## config.mk

```make
export PLATFORM = sky130hd
export DESIGN_NAME = usb_rob
export DESIGN_NICKNAME = d
export VERILOG_FILES = /design/src/rtl/usb_rob.sv
export SDC_FILE = /design/constraint.sdc
export NUM_CORES = 1
export LEC_CHECK = 0
export BUFFER_PORTS_ARGS = -buffer_cell sky130_fd_sc_hd__buf_2
export CAP_MARGIN = 5
export CORE_UTILIZATION = 58
export CTS_CLUSTER_SIZE = 14
export DETAILED_ROUTE_END_ITERATION = 8
export HOLD_SLACK_MARGIN = 0.08
export MAX_ROUTING_LAYER = met4
export PLACE_DENSITY = 0.81
export SETUP_SLACK_MARGIN = 0.4
export SLEW_MARGIN = 40
export SYNTH_ARGS = -nofsm -noshare
export SYNTH_HDL_FRONTEND = slang
export SYNTH_SLANG_ARGS = --single-unit
export TNS_END_PERCENT = 5
```

## constraint.sdc

```tcl
create_clock -name clk -period 2.83 [get_ports clk]
set_input_delay 0.4245 -clock clk [delete_from_list [all_inputs] [get_ports clk]]
set_output_delay 0.4245 -clock clk [all_outputs]
set_load 0.1 [all_outputs]
```

## src/rtl/usb_rob.sv

```systemverilog
// usb_rob: reorder buffer between the USB request arbiter and the CPU NOC.
// Optional head-entry timeout enabled with `define USB_ROB_TIMEOUT_EN.
package usb_rob_pkg;
  localparam int TID_W = 6;

  typedef struct packed {
    logic [1:0]       cpu_noc_id;
    logic [1:0]       src;
    logic [TID_W-1:0] tid;
  } cpu_cache_if_tid_t;

  typedef struct packed {
    logic [31:0]       addr;
    logic              we;
    logic [31:0]       data;
    logic [3:0]        mask;
    cpu_cache_if_tid_t req_tid;
  } cpu_cache_if_req_t;

  typedef struct packed {
    logic [31:0]       resp_data;
    logic [3:0]        resp_mask;
    cpu_cache_if_tid_t resp_tid;
  } cpu_cache_if_resp_t;
endpackage

module usb_rob
  import usb_rob_pkg::*;
#(
  parameter int DEPTH       = 8,
  parameter int IDX_W       = $clog2(DEPTH),
  parameter int TIMEOUT_CYC = 1024
) (
  input  logic               clk,
  input  logic               rstn,
  input  logic               up_req_valid,
  input  cpu_cache_if_req_t  up_req,
  output logic               up_req_ready,
  output logic               up_resp_valid,
  output cpu_cache_if_resp_t up_resp,
  input  logic               up_resp_ready,
  output logic               noc_req_valid,
  output cpu_cache_if_req_t  noc_req,
  input  logic               noc_req_ready,
  input  logic               noc_resp_valid,
  input  cpu_cache_if_resp_t noc_resp,
  output logic               noc_resp_ready,
  output logic               rob_empty,
  output logic               rob_err
);

  localparam int PTR_W = IDX_W + 1;

  logic [PTR_W-1:0] head_q, head_d, tail_q, tail_d;
  logic [DEPTH-1:0] alloc_q, alloc_d, done_q, done_d;
  cpu_cache_if_tid_t tid_q [DEPTH];
  cpu_cache_if_tid_t tid_d [DEPTH];
  logic [31:0] data_q [DEPTH];
  logic [31:0] data_d [DEPTH];
  logic [3:0]  mask_q [DEPTH];
  logic [3:0]  mask_d [DEPTH];
  logic rv_q, rv_d, err_q, err_d, run_q;

  logic [IDX_W-1:0] hidx, tidx, cidx;
  logic empty, full, req_fire, cap, cap_ok, rel, tmo;

  assign hidx = head_q[IDX_W-1:0];
  assign tidx = tail_q[IDX_W-1:0];
  assign cidx = noc_resp.resp_tid.tid[IDX_W-1:0];

  assign empty = head_q == tail_q;
  assign full  = (hidx == tidx) & (head_q[IDX_W] != tail_q[IDX_W]);

  assign up_req_ready   = run_q & noc_req_ready & ~full;
  assign noc_req_valid  = run_q & up_req_valid & ~full;
  assign noc_resp_ready = run_q;
  assign up_resp_valid  = rv_q;
  assign rob_empty      = empty;
  assign rob_err        = err_q;

  assign req_fire = up_req_valid & up_req_ready;
  assign cap      = noc_resp_valid & run_q;
  assign cap_ok   = cap & alloc_q[cidx] & ~done_q[cidx];
  assign rel      = rv_q & up_resp_ready;

  logic unused_ok;
  assign unused_ok = ^{noc_resp.resp_tid, 32'(TIMEOUT_CYC)};

  // retag the outgoing request with its slot index
  always_comb begin
    noc_req             = up_req;
    noc_req.req_tid.tid = TID_W'(tidx);
  end

  // present the head slot with its original tid restored
  always_comb begin
    up_resp           = '0;
    up_resp.resp_data = data_q[hidx];
    up_resp.resp_mask = mask_q[hidx];
    up_resp.resp_tid  = tid_q[hidx];
  end

  // slot allocation, response capture and in-order release
  always_comb begin
    head_d  = head_q;
    tail_d  = tail_q;
    alloc_d = alloc_q;
    done_d  = done_q;
    tid_d   = tid_q;
    data_d  = data_q;
    mask_d  = mask_q;
    if (req_fire) begin
      alloc_d[tidx] = 1'b1;
      done_d[tidx]  = 1'b0;
      tid_d[tidx]   = up_req.req_tid;
      tail_d        = tail_q + PTR_W'(1);
    end
    if (cap_ok) begin
      done_d[cidx] = 1'b1;
      data_d[cidx] = noc_resp.resp_data;
      mask_d[cidx] = noc_resp.resp_mask;
    end
    if (rel) begin
      alloc_d[hidx] = 1'b0;
      done_d[hidx]  = 1'b0;
      head_d        = head_q + PTR_W'(1);
    end
    if (rv_q) begin
      rv_d = ~up_resp_ready;
    end else begin
      rv_d = alloc_q[hidx]
           & (done_q[hidx] | (cap_ok & (cidx == hidx)));
    end
    err_d = err_q | (cap & ~cap_ok) | tmo;
  end

`ifdef USB_ROB_TIMEOUT_EN
  logic [15:0] age_q, age_d;

  // age of an outstanding head entry, saturating at the deadline
  always_comb begin
    age_d = age_q;
    tmo   = age_q == 16'(TIMEOUT_CYC);
    if (rel | empty) begin
      age_d = '0;
    end else if (alloc_q[hidx] & ~done_q[hidx] & ~tmo) begin
      age_d = age_q + 16'd1;
    end
  end

  // head-age register
  always_ff @(posedge clk or negedge rstn) begin
    if (!rstn) age_q <= '0;
    else       age_q <= age_d;
  end
`else
  assign tmo = 1'b0;
`endif

  // state registers
  always_ff @(posedge clk or negedge rstn) begin
    if (!rstn) begin
      head_q  <= '0;
      tail_q  <= '0;
      alloc_q <= '0;
      done_q  <= '0;
      rv_q    <= 1'b0;
      err_q   <= 1'b0;
      run_q   <= 1'b0;
      for (int i = 0; i < DEPTH; i++) begin
        tid_q[i]  <= '0;
        data_q[i] <= '0;
        mask_q[i] <= '0;
      end
    end else begin
      head_q  <= head_d;
      tail_q  <= tail_d;
      alloc_q <= alloc_d;
      done_q  <= done_d;
      rv_q    <= rv_d;
      err_q   <= err_d;
      run_q   <= 1'b1;
      tid_q   <= tid_d;
      data_q  <= data_d;
      mask_q  <= mask_d;
    end
  end

endmodule

```

==> impl_metrics.env, run 1 <==
export IMPL_status="finished clean"
export IMPL_synth_cells=1187
export IMPL_p_total_mw=28.2
export IMPL_path_delay_family="multiplexers"
export IMPL_rsz0062_at_grt="yes"
export IMPL_dp_hpwl_um=23900
export IMPL_area_delta_synth_final_pct=14.8
export IMPL_dp_cells=1596
export IMPL_fmax_mhz=362
export IMPL_start_util=0.592
export IMPL_synth_area_um2=18700
export IMPL_grt_pass1_vias=11300
export IMPL_num_vias=10300
export IMPL_synth_edf_count=0
export IMPL_grt_max_degree=86
export IMPL_slowest_stage="mux4_2"
export IMPL_gr_total_overflow=0
export IMPL_hold_viol_final=0
export IMPL_placeableCoreArea_um2=31600
export IMPL_gp_congestion=0.831
export IMPL_rows=65
export IMPL_yosysSeqAreaShare=0.528
export IMPL_synth_simple_area_share=0.0219
export IMPL_reg2reg_from="head_q[0]"
export IMPL_slew_headroom=0.541
export IMPL_drive_gt1_frac=0.600
export IMPL_yosys_mux_area_fraction=0.376
export IMPL_synth_xor_area_frac=0.00608
export IMPL_ys_async_sr_fraction=1.00
export IMPL_pre_cts_slack_ns=0.302
export IMPL_synth_compound_area_frac=0.0105
export IMPL_ys_flop_type="dfrtp_1"
export IMPL_cts_tree="built"
export IMPL_htree_levels=2
export IMPL_first_pass_iters=4
export IMPL_vias_per_cell=6.11
export IMPL_cp_common_cell="buf_12"
export IMPL_p_leak_nw=10.0
export IMPL_stdcell_count=1683
export IMPL_cp_max_fo=14
export IMPL_clock_sinks=395
export IMPL_crit_required_ns=2.41
export IMPL_finalCoreUtilization=0.679
export IMPL_antenna_found_initial=2
export IMPL_worst_setup_path_end_kind="primary output"
export IMPL_finClkSkew_ns=0.0175
export IMPL_start_kind="register"
export IMPL_path_cells="buf_12, buf_12, mux4_2, mux2_2, buf_4"
export IMPL_synth_most_common_cell="dfrtp_1"
export IMPL_fin_crit_ns=2.76
export IMPL_drc=0
export IMPL_period_share=0.976
export IMPL_portBuffers=113
export IMPL_netlist_top_cells_count="dfrtp_1 (395), mux2_2 (385), mux4_2 (96), buf_4 (94), buf_2 (31)"
export IMPL_setup_viol=0
export IMPL_syn_area_per_cell_um2=15.8
export IMPL_wl_per_cell_um=23.7
export IMPL_synth_area_leader_cell="dfrtp_1"
export IMPL_yosysUniqueCellTypes=49
export IMPL_grt_pass1_wl_um=64300
export IMPL_hp_start="up_resp_ready"
export IMPL_path_class="register to primary output"
export IMPL_worst_slack_ns=0.0671
export IMPL_synth_top_family_by_area="multiplexers"
export IMPL_drt_iter0_drc=555
export IMPL_ir_worst_vdd_uv=1330
export IMPL_die_area_um2=33000
export IMPL_grtUsageTotal=0.260
export IMPL_die_h_um=182
export IMPL_arrival_ns=2.34
export IMPL_ant_nets=0
export IMPL_cts_root_buf="clkbuf_16"
export IMPL_pwr_density_cell_nw_per_um2=1310
export IMPL_synth_top_area_share=0.528
export IMPL_tightest_slew_ns=0.689
export IMPL_synth_area_leaders="dfrtp_1 (53%), mux2_2 (23%), mux4_2 (12%), buf_4 (3.8%), mux2_4 (2.3%)"
export IMPL_holdWs_ns=0.190
export IMPL_ios=262
export IMPL_finalMaxSlewViolations=0
export IMPL_cp_startpoint="head_q[0]"
export IMPL_maxCapViolations=0
export IMPL_timing_critical_path_buf_inv=3
export IMPL_worstHoldPathType="input pin to register"
export IMPL_clk_latency_ns=0.54
export IMPL_critPathMaxStageDelay_ns=0.50
export IMPL_synth_adder_area_share=0.00134
export IMPL_fill_cells=2087
export IMPL_cts_clk_slew_worst_paths_ns=0.06
export IMPL_synth_warnings=0
export IMPL_clockBufferDepth=3
export IMPL_wl_um=39800
export IMPL_yosys_register_bits=395
export IMPL_die_x_um=182
export IMPL_cts_inserted_buffers=42
export IMPL_num_nets_final=1378
-- final timing paths --
kind | endpoint | slack [ns] | cells after the start
worst max-delay path | up_resp[21] | 0.07 | 5
worst min-delay path | head_q[2] | 0.19 | 3
worst max register to register | tid_q[53] | 0.52 | 7
worst min register to register | tid_q[56] | 0.50 | 1
max in group asynchronous | data_q[194] | 1.55 | 3
min in group asynchronous | data_q[236] | 0.52 | 2
-- cell usage in the layout (no fill, tap or decap), drive strengths merged, types with 7 or more instances in the layout --
| cell type | netlist | final |
|---|---|---|
| a21oi | 8 | 8 |
| xnor2 | 7 | 7 |
| nor2 | 11 | 11 |
| clkbuf | 15 | 60 |
| nand2 | 11 | 11 |
| clkinv | 0 | 13 |
| nand3 | 8 | 8 |
| mux4 | 96 | 96 |
| buf | 137 | 163 |
| mux2 | 419 | 419 |
| dfrtp | 395 | 395 |
-- kinds of logic after synthesis --
family | Yosys count
buf+inv | 157
other cells | 2
fa+ha+maj | 2
xor+xnor | 13
simple gates | 70
flops | 395
mux | 521
compound gates | 27
-- cell type report --
cell class / count / area (um2) / area share
flip-flops and latches: 395 / 9890 / 0.460
multi-input cells: 637 / 7930 / 0.369
repair buffers: 164 / 1770 / 0.0823
clock buffers: 60 / 1220 / 0.0568
well taps: 402 / 503 / 0.0234
clock inverters: 18 / 151 / 0.00704
inverters: 5 / 18.8 / 0.000873
diodes: 2 / 5.00 / 0.000233
-- per-layer routing --
metal  vias up  track usage  part of all wire
met3        91       0.0401             0.047
met4         0       0.0814             0.023
met5         -            -                 0
met2       265        0.414              0.49
li1       4442            -                 -
met1      5488        0.347              0.44
-- report_power, final --
group / leakage [nW] / switching (mW) / internal (mW)
sequential: 5.13 / 1.20 / 7.67
combinational: 4.19 / 7.84 / 6.10
clock: 0.675 / 2.24 / 3.12
-- registers in the layout (all words and copies together) (netlist names) --
register        count
head_q              4
up_resp_valid       1
done_q              8
alloc_q             8
tid_q              80
data_q            256
noc_resp_ready      1
mask_q             32
tail_q              4
rob_err             1
-- worst register-to-register path, cell delays in order (launching register included) --
cell and delay, ns:
dfrtp_4 0.49, buf_6 0.17, buf_4 0.17, xnor2_4 0.13
and4_1 0.30, nor4b_2 0.29, buf_4 0.29, mux2_2 0.37
-- what timing repair did --
action | CTS | global route
endpoints found under the hold margin | 76 | 0
hold buffers | 1 | 0
gates resized for setup | 85 | 83
pin swaps | 1 | 3
setup endpoints to repair | 49 | 49
setup buffers | 6 | 0
-- stage by stage --
step	TNS, ns	instance area (um2)
after floorplan	0	18700
after global placement	0	19400
after detailed placement	0	19400
after CTS	0	21200
after global routing	-0.0195	21500
final	0	21500
Note: power is estimated with default switching activity, not from simulation.
==> inputs of run 2 (changes only) <==
CORE_UTILIZATION = 30   (was 58)
PLACE_DENSITY = default   (was 0.81)
==> run 2 against run 1 <==
  * The flow now finishes with violations (setup timing)
  * First-iteration DRC count fell by 25%
  * Clock power up 15%
  * Critical path depth rose by 1
==> impl_metrics.env, run 2 (same netlist as run 1, synthesis figures left out) <==
export IMPL_final_common_cell="dfrtp_1"
export IMPL_finClkSkew_ns=0.0223
export IMPL_slew_headroom=0.540
export IMPL_seq_area_um2=9900
export IMPL_ir_worst_vdd_uv=800
export IMPL_clock_power_share=0.208
export IMPL_p_sw_frac=0.390
export IMPL_start_kind="register"
export IMPL_switching_power_mw=11.6
export IMPL_ios=262
export IMPL_num_nets_final=1391
export IMPL_worstHoldPathType="input pin to register"
export IMPL_arrival_ns=2.43
export IMPL_grtUsageTotal=0.146
export IMPL_grt_pass1_wl_um=69100
export IMPL_cts_clk_slew_worst_paths_ns=0.06
export IMPL_cp_max_fo=8
export IMPL_start_util=0.303
export IMPL_antenna_found_initial=9
export IMPL_top_regs="data_q x256, tid_q x80, mask_q x32"
export IMPL_ant_nets=0
export IMPL_grt_max_degree=81
export IMPL_wl_met1_um=20000
export IMPL_num_vias=10200
export IMPL_drive_gt1_frac=0.609
export IMPL_seq_power_share=0.297
export IMPL_status="complete, but fails checks"
export IMPL_finalMaxSlewViolations=0
export IMPL_cts_tree="built"
export IMPL_route_met3_wl_um=2100
export IMPL_clockBufferDepth=3
export IMPL_fin_crit_ns=2.85
export IMPL_grt_pass1_vias=11300
export IMPL_vias_per_cell=4.78
export IMPL_dp_hpwl_um=26400
export IMPL_fill_cells=5848
export IMPL_hold_viol_final=0
export IMPL_die_x_um=252
export IMPL_placeableCoreArea_um2=61700
export IMPL_cts_inserted_buffers=45
export IMPL_die_area_um2=63400
export IMPL_power_internal_mw=18.1
export IMPL_gp_congestion=0.783
export IMPL_tightest_slew_ns=0.690
export IMPL_pre_cts_slack_ns=0.290
export IMPL_top_layer="met4"
export IMPL_layout_common_cells="dfrtp_1 (391), mux2_2 (365), mux4_2 (96)"
export IMPL_gr_total_overflow=0
export IMPL_largest_reg_flops=256
export IMPL_area_delta_synth_final_pct=20.8
export IMPL_p_leak_nw=10.2
export IMPL_portBuffers=113
export IMPL_worst_setup_path_end_kind="primary output"
export IMPL_violations="setup timing"
export IMPL_pwr_density_cell_nw_per_um2=1310
export IMPL_clk_latency_ns=0.56
export IMPL_fmax_mhz=351
export IMPL_crit_required_ns=2.41
export IMPL_cts_root_buf="clkbuf_16"
export IMPL_multi_input_area_um2=7940
export IMPL_maxCapViolations=0
export IMPL_drc=0
export IMPL_worst_slack_ns=-0.0212
export IMPL_first_pass_iters=4
export IMPL_wl_per_cell_um=20.5
export IMPL_wl_um=44000
export IMPL_pwr_share_comb=0.495
export IMPL_top_register="data_q"
export IMPL_rsz0062_at_grt="yes"
export IMPL_die_h_um=252
export IMPL_wl_met2_um=20900
export IMPL_path_class="register to primary output"
export IMPL_htree_levels=2
export IMPL_p_total_mw=29.7
export IMPL_clock_sinks=395
export IMPL_rows=91
export IMPL_period_share=1.01
export IMPL_tns_ns=-0.121
export IMPL_setup_viol=9
export IMPL_drt_iter0_drc=419
==> run 2: per-layer routing <==
metal | track usage | up-vias
met4 | 0.0459 | 0
met3 | 0.0331 | 69
li1 | - | 4460
met2 | 0.228 | 218
met1 | 0.189 | 5484
met5 | - | -
==> run 2: path summary, 6_finish.rpt <==
check                              endpoint  cells past startpoint          start  slack [ns]
worst min-delay path              head_q[2]                      3  up_resp_ready        0.17
worst max-delay path            up_resp[11]                      6      head_q[0]       -0.02
max in group asynchronous         tid_q[54]                      3           rstn        1.52
worst min register to register    tail_q[3]                      1      tail_q[3]        0.49
worst max register to register    tid_q[15]                      8      head_q[0]        0.37
min in group asynchronous       data_q[197]                      2           rstn        0.49
==> run 2: area by class of cell <==
type / count / share of cell area
antenna: 10 / 0.00111
clock buffer: 64 / 0.0601
clock inverter: 18 / 0.0108
inverter: 5 / 0.000830
multi-input combinational: 637 / 0.351
sequential: 395 / 0.438
tap: 837 / 0.0463
timing repair buffer: 174 / 0.0920
==> run 2: worst max-delay path, cell delays in order (launching register included) <==
cell and delay [ns]:
dfrtp_4 0.51, buf_12 0.17, buf_12 0.13, buf_16 0.14, mux4_2 0.42, mux2_4 0.32, buf_12 0.18
==> run 2: through the flow <==
step | utilization | hold slack, ns | area, um2 | instances
global placement | 0.323 | 0.462 | 20000 | 2031
CTS | 0.362 | 0.132 | 22300 | 2125
detailed placement | 0.323 | 0.475 | 20000 | 2031
floorplan | - | 0.129 | 18700 | 1189
global route | 0.366 | 0.156 | 22600 | 2139
finish | 0.366 | 0.169 | 22600 | 2140
==> run 2: power by group through the flow <==
stage          clock network (mW)  logic [mW]  registers [mW]
2_1_floorplan                   0        10.6            8.44
5_1_grt                      6.61        15.4            9.09
6_report                     6.17        14.7            8.82
3_5_place_dp                    0        12.2            9.03
3_3_place_gp                    0        12.0            8.88
4_1_cts                      6.38        14.3            8.89
==> run 2: timing repair <==
action                     4_1_cts  5_1_grt
gates resized for setup        164       44
setup endpoints to repair       49       69
pin swaps                        5        1
hold buffers                     1        0
buffers inserted                 9        5
gates cloned                     2        0
hold endpoints to repair        72        0
==> inputs of run 3 (changes only) <==
CORE_MARGIN = 10   (was default)
GPL_ROUTABILITY_DRIVEN = 1   (was default)
clock period = 3.5 ns   (was 2.83 ns; I/O delays follow)
==> run 3 against run 2 <==
  * The run now ends clean
  * Count of clock-buffer cells in the layout grew 9
  * Core utilization fell by 1.9 points
  * Clock power fell by 24%
  * Critical path depth shrank 1
  * Largest power group unchanged
  * Highest routed layer unchanged
==> impl_metrics.env, run 3 (same netlist as run 1, synthesis figures left out) <==
export IMPL_hp_start="up_resp_ready"
export IMPL_portBuffers=113
export IMPL_top_register="data_q"
export IMPL_start_util=0.303
export IMPL_layout_common_cells="dfrtp_1 (392), mux2_2 (385), buf_2 (109)"
export IMPL_r2r_end="tid_q[52]"
export IMPL_wl_um=44300
export IMPL_holdPathStages=3
export IMPL_ios=262
export IMPL_path_class="register to primary output"
export IMPL_grt_busiest_layer="met2"
export IMPL_die_x_um=270
export IMPL_grt_max_degree=93
export IMPL_cts_tree="built"
export IMPL_tns_ns=0
export IMPL_grt_pass1_vias=11400
export IMPL_grt_pass1_wl_um=68900
export IMPL_seq_area_um2=9900
export IMPL_start_kind="register"
export IMPL_status="finished clean"
export IMPL_htree_levels=2
export IMPL_hold_viol_final=0
export IMPL_grt_util_met2=0.202
export IMPL_cts_clk_slew_worst_paths_ns=0.06
export IMPL_num_nets_final=1377
export IMPL_clockBufferDepth=3
export IMPL_tightest_slew_ns=0.755
export IMPL_fmax_mhz=326
export IMPL_drive_gt1_frac=0.595
export IMPL_grt_util_met1=0.154
export IMPL_ant_nets=0
export IMPL_multi_input_area_um2=7830
export IMPL_holdPathEnd="head_q[2]"
export IMPL_p_leak_nw=9.83
export IMPL_drt_iter0_drc=559
export IMPL_dp_hpwl_um=26600
export IMPL_slew_headroom=0.496
export IMPL_wl_per_cell_um=20.9
export IMPL_fill_cells=5962
export IMPL_die_area_um2=72800
export IMPL_gp_congestion=0.757
export IMPL_rsz0062_at_grt="yes"
export IMPL_r2r_cells=7
export IMPL_holdWs_ns=0.249
export IMPL_finClkSkew_ns=0.0213
export IMPL_cts_root_buf="clkbuf_16"
export IMPL_drc=0
export IMPL_clk_latency_ns=0.57
export IMPL_ir_worst_vdd_uv=779
export IMPL_reg2reg_from="head_q[0]"
export IMPL_fin_crit_ns=3.07
export IMPL_cp_max_fo=21
export IMPL_placeableCoreArea_um2=61700
export IMPL_vias_per_cell=4.82
export IMPL_finalMaxSlewViolations=0
export IMPL_grtUsageTotal=0.124
export IMPL_die_h_um=270
export IMPL_worstHoldPathType="input pin to register"
export IMPL_worst_setup_path_end_kind="primary output"
export IMPL_crit_required_ns=2.97
export IMPL_maxCapViolations=0
export IMPL_setup_viol=0
export IMPL_num_vias=10200
export IMPL_area_delta_synth_final_pct=14.6
export IMPL_period_share=0.878
export IMPL_gr_total_overflow=0
export IMPL_top_regs="data_q x256, tid_q x80, mask_q x32"
export IMPL_r2r_slack_ns=1.00
export IMPL_use_met3=0.0270
export IMPL_largest_reg_flops=256
export IMPL_clock_sinks=395
export IMPL_antenna_found_initial=8
export IMPL_cts_inserted_buffers=45
export IMPL_final_common_cell="dfrtp_1"
export IMPL_first_pass_iters=4
export IMPL_arrival_ns=2.55
export IMPL_rows=91
export IMPL_pwr_density_cell_nw_per_um2=1020
-- run 3: final cells by class --
type | instances | share of cell area
flip-flops and latches | 395 | 0.461
clock inverters | 8 | 0.00332
well taps | 837 | 0.0488
inverters | 5 | 0.000874
multi-input cells | 637 | 0.365
repair buffers | 160 | 0.0541
diodes | 6 | 0.000699
clock buffers | 73 | 0.0663
-- run 3: worst max-delay path by stage --
stage / from / end / slack, ns / depth (start not counted)
after detailed placement: head_q[0] / up_resp[8] / 0.60 / 4
after global placement: head_q[0] / up_resp[8] / 0.58 / 4
after floorplan: head_q[0] / up_resp[0] / 0.84 / 5
final: head_q[0] / up_resp[23] / 0.43 / 5
after CTS: head_q[1] / up_resp[32] / 0.26 / 4
after global routing: head_q[0] / up_resp[27] / 0.34 / 5
-- run 3: worst max-delay path, stage by stage (launching register included) --
cell and delay (ns):
dfrtp_4 0.44, buf_12 0.17, buf_12 0.23, mux4_2 0.53, mux2_2 0.30, clkbuf_4 0.29
-- run 3: metal layers --
layer / up-vias / share of wire
met5: - / 0
met4: 0 / 0.018
met3: 62 / 0.048
met2: 215 / 0.49
met1: 5491 / 0.45
li1: 4455 / -
-- run 3: metrics by stage --
| stage | util | instances | area [um2] | power [mW] | worst slack, ns |
|---|---|---|---|---|---|
| floorplan | - | 1189 | 18700 | 15.4 | 0.838 |
| global placement | 0.321 | 2025 | 19800 | 16.9 | 0.580 |
| detailed placement | 0.321 | 2025 | 19800 | 17.1 | 0.602 |
| CTS | 0.347 | 2111 | 21400 | 22.1 | 0.263 |
| global route | 0.348 | 2120 | 21500 | 22.9 | 0.336 |
| finish | 0.348 | 2121 | 21500 | 21.8 | 0.429 |
-- run 3: power breakdown --
group	internal, mW	total, mW	switching, mW
combinational	3.79	9.95	6.16
sequential	6.21	7.17	0.965
clock	2.84	4.70	1.85
total	12.8	21.8	8.98
-- run 3: timing repair --
action | CTS | global route
hold buffers | 1 | 0
endpoints found under the setup margin | 49 | 43
hold endpoints to repair | 82 | 0
buffers inserted | 4 | 4
pin swaps | 0 | 1
gates resized for setup | 0 | 5
